`config.mk`:
```
export PLATFORM = sky130hd
export DESIGN_NAME = dec_inst_encoder_flat
export DESIGN_NICKNAME = d
export VERILOG_FILES = /design/src/rtl/dec_inst_encoder_if.sv /design/src/rtl/dec_inst_encoder.sv /design/src/flat_wrapper.sv
export SDC_FILE = /design/constraint.sdc
export NUM_CORES = 1
export LEC_CHECK = 0
export CORE_UTILIZATION = 52
export CTS_CLUSTER_SIZE = 28
export DETAILED_ROUTE_END_ITERATION = 12
export PLACE_DENSITY = 0.81
export SYNTH_ARGS = -nofsm -noshare
export SYNTH_HDL_FRONTEND = slang
export SYNTH_SLANG_ARGS = --single-unit
```
`constraint.sdc`:
```
create_clock -name clk -period 3.5 [get_ports clk]
set_clock_uncertainty 0.15 [all_clocks]
set_input_delay 0.525 -clock clk [delete_from_list [all_inputs] [get_ports clk]]
set_output_delay 0.525 -clock clk [all_outputs]
set_load 0.005 [all_outputs]
```
`src/rtl/dec_inst_encoder_if.sv`:
```
// Handshake bundle between the micro-op source, the LA32 encoder and the fetch-buffer consumer.
interface dec_inst_encoder_if;
  logic        in_valid;
  logic        in_ready;
  logic [5:0]  in_op;
  logic [4:0]  in_rd;
  logic [4:0]  in_rj;
  logic [4:0]  in_rk;
  logic [25:0] in_imm;
  logic        out_valid;
  logic        out_ready;
  logic [31:0] out_inst;
  logic        out_err;

  modport master (
    output in_valid, in_op, in_rd, in_rj, in_rk, in_imm, out_ready,
    input  in_ready, out_valid, out_inst, out_err
  );

  modport slave (
    input  in_valid, in_op, in_rd, in_rj, in_rk, in_imm, out_ready,
    output in_ready, out_valid, out_inst, out_err
  );
endinterface

```
`src/rtl/dec_inst_encoder.sv`:
```
// LA32 micro-op to instruction-word encoder with a 2-entry {err, inst} output FIFO.
// Inverse of the decode control logic; illegal op ids become "break 0" flagged with err.
module dec_inst_encoder #(
  parameter int DEPTH = 2,
  parameter int CNT_W = 32
) (
  input  logic             clk,
  input  logic             rst,
  input  logic             flush,
  dec_inst_encoder_if.slave bus,
  output logic [CNT_W-1:0] enc_count,
  output logic [CNT_W-1:0] err_count
);

  function automatic logic [16:0] op_3r(input logic [3:0] idx);
    logic [16:0] code;
    case (idx)
      4'd0:    code = 17'h20;
      4'd1:    code = 17'h22;
      4'd2:    code = 17'h24;
      4'd3:    code = 17'h25;
      4'd4:    code = 17'h28;
      4'd5:    code = 17'h29;
      4'd6:    code = 17'h2a;
      4'd7:    code = 17'h2b;
      4'd8:    code = 17'h2c;
      4'd9:    code = 17'h2d;
      4'd10:   code = 17'h2e;
      4'd11:   code = 17'h2f;
      4'd12:   code = 17'h30;
      4'd13:   code = 17'h38;
      4'd14:   code = 17'h39;
      default: code = 17'h3a;
    endcase
    return code;
  endfunction

  function automatic logic [9:0] op_i12(input logic [5:0] op);
    logic [9:0] code;
    case (op)
      6'd21:   code = 10'h008;
      6'd22:   code = 10'h009;
      6'd23:   code = 10'h00a;
      6'd24:   code = 10'h00d;
      6'd25:   code = 10'h00e;
      6'd26:   code = 10'h00f;
      6'd28:   code = 10'h0a0;
      6'd29:   code = 10'h0a1;
      6'd30:   code = 10'h0a2;
      6'd31:   code = 10'h0a4;
      6'd32:   code = 10'h0a5;
      6'd33:   code = 10'h0a6;
      6'd34:   code = 10'h0a8;
      6'd35:   code = 10'h0a9;
      default: code = 10'h000;
    endcase
    return code;
  endfunction

  // Returns {err, inst}; unused register fields stay zero because each format builds the whole word.
  function automatic logic [32:0] encode(input logic [5:0] op, input logic [4:0] rd,
                                         input logic [4:0] rj, input logic [4:0] rk,
                                         input logic [25:0] imm);
    logic [31:0] w;
    logic        err;
    logic [5:0]  br;
    w   = 32'h002a0000;
    err = 1'b0;
    br  = op - 6'd16;
    case (op) inside
      [6'd0:6'd15]:  w = {op_3r(op[3:0]), rk, rj, rd};
      6'd16:         w = {17'h54, imm[14:0]};
      6'd17:         w = {17'h56, imm[14:0]};
      6'd18:         w = {17'h81, imm[4:0], rj, rd};
      6'd19:         w = {17'h89, imm[4:0], rj, rd};
      6'd20:         w = {17'h91, imm[4:0], rj, rd};
      [6'd21:6'd26]: w = {op_i12(op), imm[11:0], rj, rd};
      6'd27:         w = {7'h0a, imm[19:0], rd};
      [6'd28:6'd35]: w = {op_i12(op), imm[11:0], rj, rd};
      6'd36:         w = {6'h14, imm[15:0], imm[25:16]};
      6'd37:         w = {6'h15, imm[15:0], imm[25:16]};
      [6'd38:6'd43]: w = {br, imm[15:0], rj, rd};
      default: begin
        w   = 32'h002a0000;
        err = 1'b1;
      end
    endcase
    return {err, w};
  endfunction

  logic [32:0] enc_p0;
  logic        vld_p0;
  logic        pop;
  logic [32:0] mem_p1 [0:1];
  logic        wr_ptr;
  logic        rd_ptr;
  logic [1:0]  count;
  logic [32:0] head_p1;

  // Stage 0: combinational encode of the offered micro-op
  assign enc_p0 = encode(bus.in_op, bus.in_rd, bus.in_rj, bus.in_rk, bus.in_imm);
  assign vld_p0 = bus.in_valid & bus.in_ready & ~flush;
  assign pop    = bus.out_valid & bus.out_ready & ~flush;

  // in_ready only looks at registered occupancy, so a same-cycle pop never frees a full FIFO.
  assign bus.in_ready = (count < 2'(DEPTH)) & ~rst;

  always_ff @(posedge clk) begin
    if (rst) begin
      count     <= 2'd0;
      wr_ptr    <= 1'b0;
      rd_ptr    <= 1'b0;
      enc_count <= '0;
      err_count <= '0;
    end else begin
      if (flush) begin
        count  <= 2'd0;
        wr_ptr <= 1'b0;
        rd_ptr <= 1'b0;
      end else begin
        if (vld_p0) wr_ptr <= ~wr_ptr;
        if (pop)    rd_ptr <= ~rd_ptr;
        case ({vld_p0, pop})
          2'b10:   count <= count + 2'd1;
          2'b01:   count <= count - 2'd1;
          default: count <= count;
        endcase
      end
      if (vld_p0) begin
        enc_count <= enc_count + CNT_W'(1);
        if (enc_p0[32]) err_count <= err_count + CNT_W'(1);
      end
    end
  end

  // Stage 1: FIFO storage; data is unreset and masked by out_valid at the head
  always_ff @(posedge clk) begin
    if (vld_p0) mem_p1[wr_ptr] <= enc_p0;
  end

  assign head_p1       = mem_p1[rd_ptr];
  assign bus.out_valid = (count != 2'd0);
  assign bus.out_inst  = bus.out_valid ? head_p1[31:0] : 32'h0;
  assign bus.out_err   = bus.out_valid & head_p1[32];

endmodule

```
`src/flat_wrapper.sv`:
```
// flat-port wrapper written by rule: the top's interface ports become plain ports
module dec_inst_encoder_flat 
#(
  parameter int DEPTH = 2,
  parameter int CNT_W = 32
)
  (clk, rst, flush, enc_count, err_count, bus_in_valid, bus_in_op, bus_in_rd, bus_in_rj, bus_in_rk, bus_in_imm, bus_out_ready, bus_in_ready, bus_out_valid, bus_out_inst, bus_out_err);
  dec_inst_encoder_if bus_i ();
  input  logic clk;
  input  logic rst;
  input  logic flush;
  output logic [CNT_W-1:0] enc_count;
  output logic [CNT_W-1:0] err_count;
  input wire logic [$bits(bus_i.in_valid)-1:0] bus_in_valid;
  input wire logic [$bits(bus_i.in_op)-1:0] bus_in_op;
  input wire logic [$bits(bus_i.in_rd)-1:0] bus_in_rd;
  input wire logic [$bits(bus_i.in_rj)-1:0] bus_in_rj;
  input wire logic [$bits(bus_i.in_rk)-1:0] bus_in_rk;
  input wire logic [$bits(bus_i.in_imm)-1:0] bus_in_imm;
  input wire logic [$bits(bus_i.out_ready)-1:0] bus_out_ready;
  output wire logic [$bits(bus_i.in_ready)-1:0] bus_in_ready;
  output wire logic [$bits(bus_i.out_valid)-1:0] bus_out_valid;
  output wire logic [$bits(bus_i.out_inst)-1:0] bus_out_inst;
  output wire logic [$bits(bus_i.out_err)-1:0] bus_out_err;
  assign bus_i.in_valid = bus_in_valid;
  assign bus_i.in_op = bus_in_op;
  assign bus_i.in_rd = bus_in_rd;
  assign bus_i.in_rj = bus_in_rj;
  assign bus_i.in_rk = bus_in_rk;
  assign bus_i.in_imm = bus_in_imm;
  assign bus_i.out_ready = bus_out_ready;
  assign bus_in_ready = bus_i.in_ready;
  assign bus_out_valid = bus_i.out_valid;
  assign bus_out_inst = bus_i.out_inst;
  assign bus_out_err = bus_i.out_err;
  dec_inst_encoder #(.DEPTH(DEPTH), .CNT_W(CNT_W)) u_core (.clk(clk), .rst(rst), .flush(flush), .bus(bus_i), .enc_count(enc_count), .err_count(err_count));
endmodule
```
After elaboration in Yosys (flattened, before gate mapping)
Memories as Yosys holds them, arrays and structs flattened. A register that Yosys moved wholly into a read port is not among the register bits.
Cells that the tools add are included.
- logic and storage cells: 81
- memory bits (read-only): 848
- memories: 4
- register bits after elaboration: 68
- input bits: 52
- RAM bits: 66
- output and inout bits: 99
- memories (name ; words ; width ; rd ports ; clocked after Yosys merged registers in ; write ports ; RTL line ; source):
    (no name shown) ; 64 ; 6 ; 1 ; 0 ; 0 ; dec_inst_encoder.sv:40 ; case (op)
    (no name shown) ; 64 ; 6 ; 1 ; 0 ; 0 ; dec_inst_encoder.sv:40 ;
    (no name shown) ; 16 ; 5 ; 1 ; 0 ; 0 ; dec_inst_encoder.sv:17 ; case (idx)
    u_core.mem_p1 ; 2 ; 33 ; 1 ; 1 ; 1 ; dec_inst_encoder.sv:94 ; logic [32:0] mem_p1 [0:1];
- reductions and logical operators: 8
- add/subtract/negate cells: 5
- equality and inequality tests: 10
- bitwise gates (word level): 10
- muxes and demuxes: 30
- $lt $le $gt $ge: 9
- operators with widths (cell ; number):
    two-way mux 32 bit ; 13
    adder 32 x 1 -> 32 bit (second input constant) ; 2
    == test 6 x 5 -> 1 bit (second input constant) ; 6
    two-way mux 1 bit ; 16
    == test 6 bit (second input constant) ; 2
    >= comparator 6 x 5 -> 1 bit (second input constant) ; 2
    less-or-equal comparator 6 bit (second input constant) ; 2
    AND 1 bit ; 6
    >= comparator 6 x 1 -> 1 bit (second input constant) ; 1
    >= comparator 6 bit (second input constant) ; 1
    less-or-equal comparator 6 x 4 -> 1 bit (second input constant) ; 1
    less-or-equal comparator 6 x 5 -> 1 bit (second input constant) ; 1
    subtractor 6 x 5 -> 6 bit (second input constant) ; 1
    logical AND 1 bit ; 4
    NOT 1 bit ; 4
    case mux 2 bit (2 select lines) ; 1
    nonzero test 2 bit ; 2
    adder 2 x 1 -> 2 bit (second input constant) ; 1
    == test 2 x 1 -> 1 bit (second input constant) ; 1
    == test 2 bit (second input constant) ; 1
    < comparator 2 bit (second input constant) ; 1
    AND reduction 2 bit ; 1
    OR reduction 2 bit ; 1
    subtractor 2 x 1 -> 2 bit (second input constant) ; 1

Logic depth before layout (Yosys ltp)
Gate-level depths: netlist of the first run.
- depth in word-level cells: 15
- mapped depth: 12
- mapped depth without buffers: 9

Least setup slack after synthesis of the first run
Ideal clock, no wire load.
- path type: input to register
- start point: in bus_in_op[1]
- end point: reg u_core.err_count[27]
- setup time: 121 ps
- slack: 281 ps
- stages on the path: 11
- arrival time: 2948 ps
- path through: clkbuf_1 inv_1 ha_1 clkbuf_1 a22o_1 nand2_1 o21ai_2 or4_4 buf_6 nor4_1 mux2_2
- word-level cells in the longest chain between the ends: 15
- elaborated cells between the ends (all ways): 33
- classes of those cells: order compare (8); eq/ne (8); mux (12); reduce/logical (5)
- RTL lines (item ; RTL line ; source):
    from (decl) ; flat_wrapper.sv:15 ; input wire logic [$bits(bus_i.in_op)-1:0] bus_in_op;
    >= comparator 6 bit (implied by the code) or less-or-equal comparator 6 bit (tied branches) ; dec_inst_encoder.sv:101 ; assign enc_p0 = encode(bus.in_op, bus.in_rd, bus.in_rj, bus.in_rk, bus.in_imm);
    logical AND 1 bit (implied by the code) ; dec_inst_encoder.sv:101 ;
    two-way mux 1 bit (11 in series) ; dec_inst_encoder.sv:70 ; case (op) inside
    two-way mux 1 bit (*) ; dec_inst_encoder.sv:70 ;
    AND reduction 2 bit (no source line) (*) ; - ;
    to (signal assigned) ; dec_inst_encoder.sv:131 ; if (enc_p0[32]) err_count <= err_count + CNT_W'(1);
    to (decl) ; dec_inst_encoder.sv:12 ; output logic [CNT_W-1:0] err_count
Every way passes the cells marked *; elsewhere a longest branch is shown, timed or not.
A chain may end at the register's enable or synchronous reset.

Worst setup path in the final report of the first run
- start point: in bus_in_op[0]
- end point: mem u_core.mem_p1[1][4], data pin
- word-level cells in the longest chain between the ends: 14
- elaborated cells between the ends (all ways): 32
- classes of those cells: order compare (8); eq/ne (8); mux (12); reduce/logical (4)
- RTL lines (item ; RTL line ; source):
    >= comparator 6 bit (implied by the code) or less-or-equal comparator 6 bit (tied branches) ; dec_inst_encoder.sv:101 ;
    logical AND 1 bit (implied by the code) ; dec_inst_encoder.sv:101 ;
    two-way mux 32 bit (11 in series) ; dec_inst_encoder.sv:70 ;
    two-way mux 32 bit (*) ; dec_inst_encoder.sv:70 ;
    named net u_core.enc_p0[4] ; dec_inst_encoder.sv:91 ; logic [32:0] enc_p0;
    to (decl) ; dec_inst_encoder.sv:94 ;
The timed path passes the listed nets; every way through them passes the cells marked *.

==> metrics.txt, run 1 <==
Rows 43; cell area power density 382 nW/um^2; Psw 0.973 mW; Yosys top cell area share 26.6%; DP HPWL 15200 microns; number of I/O pins 151; critical path launch point type input port; Congestion Overflow GR 0; Placed Cells incl. Taps 1164; first-pass GRT wire length 33800 microns; # diodes 0; Max Slew Vio Count 0; DR vias 7100; WL/cell 17.8 microns; Max Fanout on Critical Path 5; synth unique cells 70; # setup viols final 0; Fin. Hold Viols 0; drt total wl 21200 microns; average size of a mapped cell 9.09 sq um; status complete, no violations; CP endpoint kind register; WP data required 3.59 ns; Max Root-Sink Buffers 2; switch share 25.3%; vias per inst 5.94; total track usage 29.7%; synthesized cell area 7450 sq um; RSZ-0062 raised after global routing no; VDD IR-drop max 0.359 mV; Post-CTS Resized 0; # hold bufs at CTS 0; core area 13900 sq um; total CTS buffers 17; Logic pwr share 11.7%; clock-pin slew on the worst setup and hold paths 0.06 ns; leak pwr 3.47 nW; worst skew pair latency 0.43 ns; Syn. warnings 0; starting utilization of the core area 53.5%; CTS Sinks 135; FF+latch count, synth 135; Mapped Cells 820; Int Power 2.87 mW; Final Wtd Congestion 0.966; antenna viol nets, final 0; synthesis-to-finish area growth 35.1%; largest cells by area after synthesis edfxtp_1 (27%), dfxtp_1 (19%), nor2_1 (5.2%); Die H 122 microns; root buffer cell clkbuf_16; predominant post-synthesis flop cell dfxtp_1; crit path kind in2reg; worst hold slack 0.332 ns; die area 14800 sq um; largest net degree at the start of global routing 83; post-synthesis sequential area ratio 45.1%; initial antenna violation count 0; EDFF count, synth 66; Data arrival, critical path 3.33 ns; Worst Tran Pin Value 1.12 ns; Clock Power Share 44.0%; worst min path class reg2reg; Syn Nets 886; fin cells 1196; share of layout cells above drive strength 1 11.6%; cell taking the most area after synthesis edfxtp_1; First-pass DRT Iterations 7; CTS tree yes; Highest Clock Rate 0.309 GHz; Max-slew headroom 24.8%; fin crit share 92.6%; Period minus WS final 3.24 ns; max_cap viols 0; post-synthesis async set-or-reset flop share 0%; port bufs 150; Flop pwr share 44.3%; Setup Fix Bufs, Post-CTS 0; drt drc 0; htree depth 4; vias in the first global route 6522; 1st-iter DRT viols 729; Die Wd 122 microns; Total Nets Final 1069; fillers 1055
[per-layer routing]
| layer | vias to the layer above | GRT usage (%) | wire [microns] |
|---|---|---|---|
| met5 | - | 0 | 0 |
| met4 | 0 | 11.7 | 543 |
| met3 | 49 | 6.51 | 1560 |
| met2 | 331 | 47.7 | 10200 |
| met1 | 3327 | 39.1 | 8930 |
| li1 | 3393 | - | - |
[stage by stage]
step                util [%]  instance area [sq um]  setup TNS [ns]  total power, mW  worst slack (ns)
finish                  72.2                  10100               0             3.84             0.260
global route            72.2                  10100               0             3.96            0.0266
CTS                     72.2                  10100               0             3.85             0.288
detailed placement      68.2                   9510           -1.66             2.17            -0.147
floorplan                  -                   7450               0             1.96             0.281
global placement        68.2                   9510          -0.608             2.17           -0.0661
[cells in the mapped netlist (all sizes together) (6+ instances only)]
| cell | number |
|---|---|
| or3 | 23 |
| inv | 19 |
| edfxtp | 66 |
| nor2 | 103 |
| nor3 | 27 |
| xor2 | 22 |
| nor4 | 10 |
| dfxtp | 69 |
| nand3 | 35 |
| and3 | 11 |
| nand2 | 71 |
| a21oi | 55 |
| or4 | 13 |
| nor2b | 16 |
| a221oi | 9 |
| ha | 14 |
| nand4 | 16 |
| mux2i | 34 |
| a31oi | 7 |
| o31ai | 13 |
| clkbuf | 37 |
| o21ai | 43 |
| and2 | 6 |
| buf | 13 |
| xnor2 | 7 |
| mux2 | 11 |
[area by class of cell]
type | count | area (sq um) | area share, %
Tap cell | 180 | 225 | 2.24
Clock inverter | 15 | 129 | 1.28
Multi-Input combinational cell | 616 | 3820 | 38.0
Timing Repair Buffer | 214 | 2030 | 20.1
Inverter | 19 | 71.3 | 0.709
Clock buffer | 17 | 425 | 4.23
Sequential cell | 135 | 3360 | 33.4
[cells by family after synthesis]
kind of cell,count (synthesis),share of synthesized area [%]
and+or+nand+nor,350,23.4
AOI/OAI and AO/OA,178,15.7
DFF,135,45.1
buffers and inverters,69,3.73
muxes,45,6.23
xor gates and xnor gates,29,3.41
adders and majority gates,14,2.35
[power groups by stage]
stage	sequential (mW)	combinational, mW	clock (mW)
final	1.70	0.449	1.69
after global routing	1.70	0.485	1.78
after CTS	1.70	0.440	1.71
after detailed placement	1.74	0.437	0
after global placement	1.73	0.432	0
after floorplan	1.73	0.226	0
[worst paths after layout]
path / cells after the start / end / start / slack (ns)
setup / recovery: 9 / u_core.mem_p1[1][4]$_DFFE_PP_ / bus_in_op[0] / 0.26
hold / removal: 2 / u_core.err_count[31]$_SDFFE_PP0P_ / u_core.err_count[31]$_SDFFE_PP0P_ / 0.33
setup reg to reg: 8 / u_core.err_count[28]$_SDFFE_PP0P_ / u_core.err_count[0]$_SDFFE_PP0P_ / 0.83
hold reg to reg: 2 / u_core.err_count[31]$_SDFFE_PP0P_ / u_core.err_count[31]$_SDFFE_PP0P_ / 0.33
[cells in the final DEF, fill, tap and decap left out, types with 5 or more instances in the layout]
| cell type | instances |
|---|---|
| clkdlybuf4s50_1 | 149 |
| nor2_1 | 101 |
| nand2_1 | 71 |
| dfxtp_1 | 68 |
| edfxtp_1 | 66 |
| buf_4 | 60 |
| a21oi_1 | 55 |
| o21ai_0 | 40 |
| nand3_1 | 35 |
| mux2i_1 | 34 |
| nor3_1 | 24 |
| or3_1 | 23 |
| xor2_1 | 22 |
| inv_1 | 19 |
| clkbuf_16 | 17 |
| nor2b_1 | 16 |
| nand4_1 | 15 |
| ha_1 | 14 |
| o31ai_1 | 13 |
| or4_1 | 12 |
| and3_1 | 11 |
| nor4_1 | 10 |
| mux2_2 | 10 |
| a221oi_1 | 9 |
| a31oi_1 | 7 |
| xnor2_1 | 7 |
| and2_1 | 6 |
| nand2b_1 | 5 |
| and4_1 | 5 |
[state kept, by name, summed over array words and instances (netlist names), named ones only]
| name | count |
|---|---|
| u_core.mem_p1 | 66 |
| u_core.enc_count | 32 |
| u_core.err_count | 32 |
| u_core.count | 2 |
| u_core.rd_ptr | 1 |
| u_core.wr_ptr | 1 |
[critical path: stages]
cell             delay (ns)
clkdlybuf4s50_1        0.57
inv_1                  0.13
ha_1                   0.24
or3_1                  0.33
nand3_1                0.14
nand3_1                0.12
nor4_1                 0.80
a221oi_1               0.19
nor3_1                 0.29
(Power assumes the default switching activity.)
==> inputs of run 2 (changes only) <==
--- a/config.mk
+++ b/config.mk
@@ -5,10 +5,10 @@
 export SDC_FILE = /design/constraint.sdc
 export NUM_CORES = 1
 export LEC_CHECK = 0
-export CORE_UTILIZATION = 52
+export CORE_UTILIZATION = 55
 export CTS_CLUSTER_SIZE = 28
 export DETAILED_ROUTE_END_ITERATION = 12
-export PLACE_DENSITY = 0.81
+export PLACE_DENSITY = 0.85
 export SYNTH_ARGS = -nofsm -noshare
 export SYNTH_HDL_FRONTEND = slang
 export SYNTH_SLANG_ARGS = --single-unit
==> constraint.sdc (replaced) <==
create_clock -name clk -period 3.8 [get_ports clk]
set_clock_uncertainty 0.15 [all_clocks]
set_input_delay 0.57 -clock clk [delete_from_list [all_inputs] [get_ports clk]]
set_output_delay 0.57 -clock clk [all_outputs]
set_load 0.005 [all_outputs]
==> run 2 against run 1 <==
  * Worst hold slack worse by 0.0026 ns
  * Register-to-register slack gained 0.22 ns
  * Cell area is 1.1% lower
  * Largest cell class unchanged
  * Largest power group is now the clock network
==> metrics.txt, run 2 (synthesis results as in run 1) <==
CTS Sinks 135 (unchanged); drt drc 0 (unchanged); # setup viols final 0 (unchanged); antenna viol nets, final 0 (unchanged); max FFs per register 66 (unchanged); # diodes 0 (unchanged); root buffer cell clkbuf_16 (unchanged); CP max stage cell nor4_1 (unchanged); Most common cell on crit path nand3_1 (unchanged); fillers 964 (was 1055); Data arrival, critical path 3.44 ns (was 3.33 ns); Max Root-Sink Buffers 2 (unchanged); Die Wd 118 microns (was 122 microns); Max Slew Vio Count 0 (unchanged); DP HPWL 14900 microns (was 15200 microns); Largest regs u_core.mem_p1 (66), u_core.enc_count (32), u_core.err_count (32) (unchanged); # hold bufs at CTS 0 (unchanged); Max Fanout on Critical Path 6 (was 5); worst min path class reg2reg (unchanged); worst hold slack 0.330 ns (was 0.332 ns); WL/cell 17.5 microns (was 17.8 microns); Max-slew headroom 25.8% (was 24.8%); Setup TNS 0 ns (unchanged); clock-pin slew on the worst setup and hold paths 0.06 ns (about the same); max_cap viols 0 (unchanged); Rows 42 (was 43); CP endpoint kind register (unchanged); 1st-iter DRT viols 835 (was 729); CP bufs+invs 3 (was 2); critical path launch point type input port (unchanged); WL met3 1410 microns (was 1560 microns); Period minus WS final 3.37 ns; most common cell after layout, fill and taps aside clkdlybuf4s50_1 (unchanged); DR vias 7150 (was 7100); Worst Hold Depth 2 (unchanged); Top Layer Used met4 (unchanged); initial antenna violation count 0 (unchanged); Worst Tran Pin Value 1.10 ns (was 1.12 ns); leak pwr 3.42 nW (was 3.47 nW); RSZ-0062 raised after global routing no (unchanged); htree depth 4 (unchanged); Congestion Overflow GR 0 (unchanged); multi-input logic area 3820 sq um (unchanged); WP data required 3.87 ns (was 3.59 ns); share of layout cells above drive strength 1 10.6% (was 11.6%); Final Wtd Congestion 0.998 (was 0.966); Highest Clock Rate 0.296 GHz; wire length on met2 9690 microns (was 10200 microns); critical path depth 10 (was 9); total CTS buffers 17 (unchanged); critical path's top delay family simple AND/OR/NAND/NOR gates (unchanged); Storage cell area 3360 sq um (unchanged); max incr delay on CP 0.71 ns (was 0.80 ns); cells on worst reg2reg path 5 (was 8); Placed Area 9350 sq um (was 9510 sq um); vias in the first global route 6482 (was 6522); First-pass DRT Iterations 6 (was 7); Post-CTS Resized 0 (unchanged); CP cell instances clkdlybuf4s50_1 > inv_1 > ha_1 > or3_1 > nand3_1 > buf_4 > nand3_1 > nor4_1 > a221oi_1 > nor3_1 (was clkdlybuf4s50_1 > inv_1 > ha_1 > or3_1 > nand3_1 > nand3_1 > nor4_1 > a221oi_1 > nor3_1); fin crit share 88.8%; post-route cell area 9950 sq um (was 10100 sq um); die area 14000 sq um (was 14800 sq um); synthesis-to-finish area growth 33.6% (was 35.1%); core area 13200 sq um (was 13900 sq um); cell area power density 363 nW/um^2 (was 382 nW/um^2); largest net degree at the start of global routing 83 (unchanged); crit path kind in2reg (unchanged); first-pass GRT wire length 32900 microns (was 33800 microns); Fin. Hold Viols 0 (unchanged); Setup Fix Bufs, Post-CTS 0 (unchanged); total track usage 30.0% (was 29.7%); Die H 118 microns (was 122 microns); vias per inst 6.07 (was 5.94); Total Nets Final 1055 (was 1069); drt total wl 20700 microns (was 21200 microns); top register by number of flip-flops u_core.mem_p1 (unchanged); port bufs 150 (unchanged); starting utilization of the core area 56.3% (was 53.5%); DRT met1 WL 8960 microns (was 8930 microns); CTS tree yes (unchanged); Final Util 75.1% (was 72.2%); worst skew pair latency 0.42 ns (was 0.43 ns); VDD IR-drop max 0.309 mV (was 0.359 mV); status complete, no violations (unchanged); number of I/O pins 151 (unchanged); most frequent cells in the layout clkdlybuf4s50_1 (149), nor2_1 (101), nand2_1 (71) (unchanged)
[run 2: cell types whose count changed in the layout (fill, tap and decap cells not counted), moves of 2 or more]
cell	previous run	this run
buf_12	4	0
buf_4	60	50
clkbuf_1	0	2
clkbuf_8	0	2
clkinv_1	4	0
clkinv_2	0	3
clkinvlp_4	2	0
[run 2: final cells by class]
type / count / area share [%]
inverter: 19 / 0.717
tap: 176 / 2.21
multi-input combinational: 616 / 38.4
timing repair buffer: 200 / 18.8
sequential: 135 / 33.8
clock buffer: 22 / 4.88
clock inverter: 10 / 1.17
[run 2: worst paths after layout]
| path | start | to | slack (ns) |
|---|---|---|---|
| worst max-delay path | bus_in_op[0] | u_core.mem_p1[0][1]$_DFFE_PP_ | 0.43 |
| worst min register to register | u_core.err_count[31]$_SDFFE_PP0P_ | u_core.err_count[31]$_SDFFE_PP0P_ | 0.33 |
| worst max register to register | u_core.count[1]$_SDFFE_PP0P_ | u_core.err_count[13]$_SDFFE_PP0P_ | 1.05 |
| worst min-delay path | u_core.err_count[31]$_SDFFE_PP0P_ | u_core.err_count[31]$_SDFFE_PP0P_ | 0.33 |
[run 2: stage by stage]
| stage | power [mW] | worst slack, ns | cells |
|---|---|---|---|
| final | 3.61 | 0.425 | 1178 |
| after global routing | 3.73 | 0.284 | 1178 |
| after CTS | 3.62 | 0.533 | 1178 |
| after detailed placement | 1.99 | 0.0974 | 1146 |
| after global placement | 1.98 | 0.147 | 1146 |
| after floorplan | 1.80 | 0.536 | 820 |
[run 2: power by group]
part	switching, mW	total, mW	internal [mW]
clock network	0.603	1.64	1.04
registers	0.00732	1.57	1.56
logic	0.226	0.400	0.174
[run 2: per-layer routing]
layer  vias to the layer above  global-route usage [%]
li1                       3365                       -
met5                         -                       0
met1                      3388                    40.5
met2                       332                    47.9
met3                        65                    4.92
met4                         0                    12.9
[run 2: worst min-delay path: cells and delay by family, from the launching register on]
family | cells | cell delay [ns]
AOI/OAI and AO/OA | 2 | 0.11
DFF | 1 | 0.32
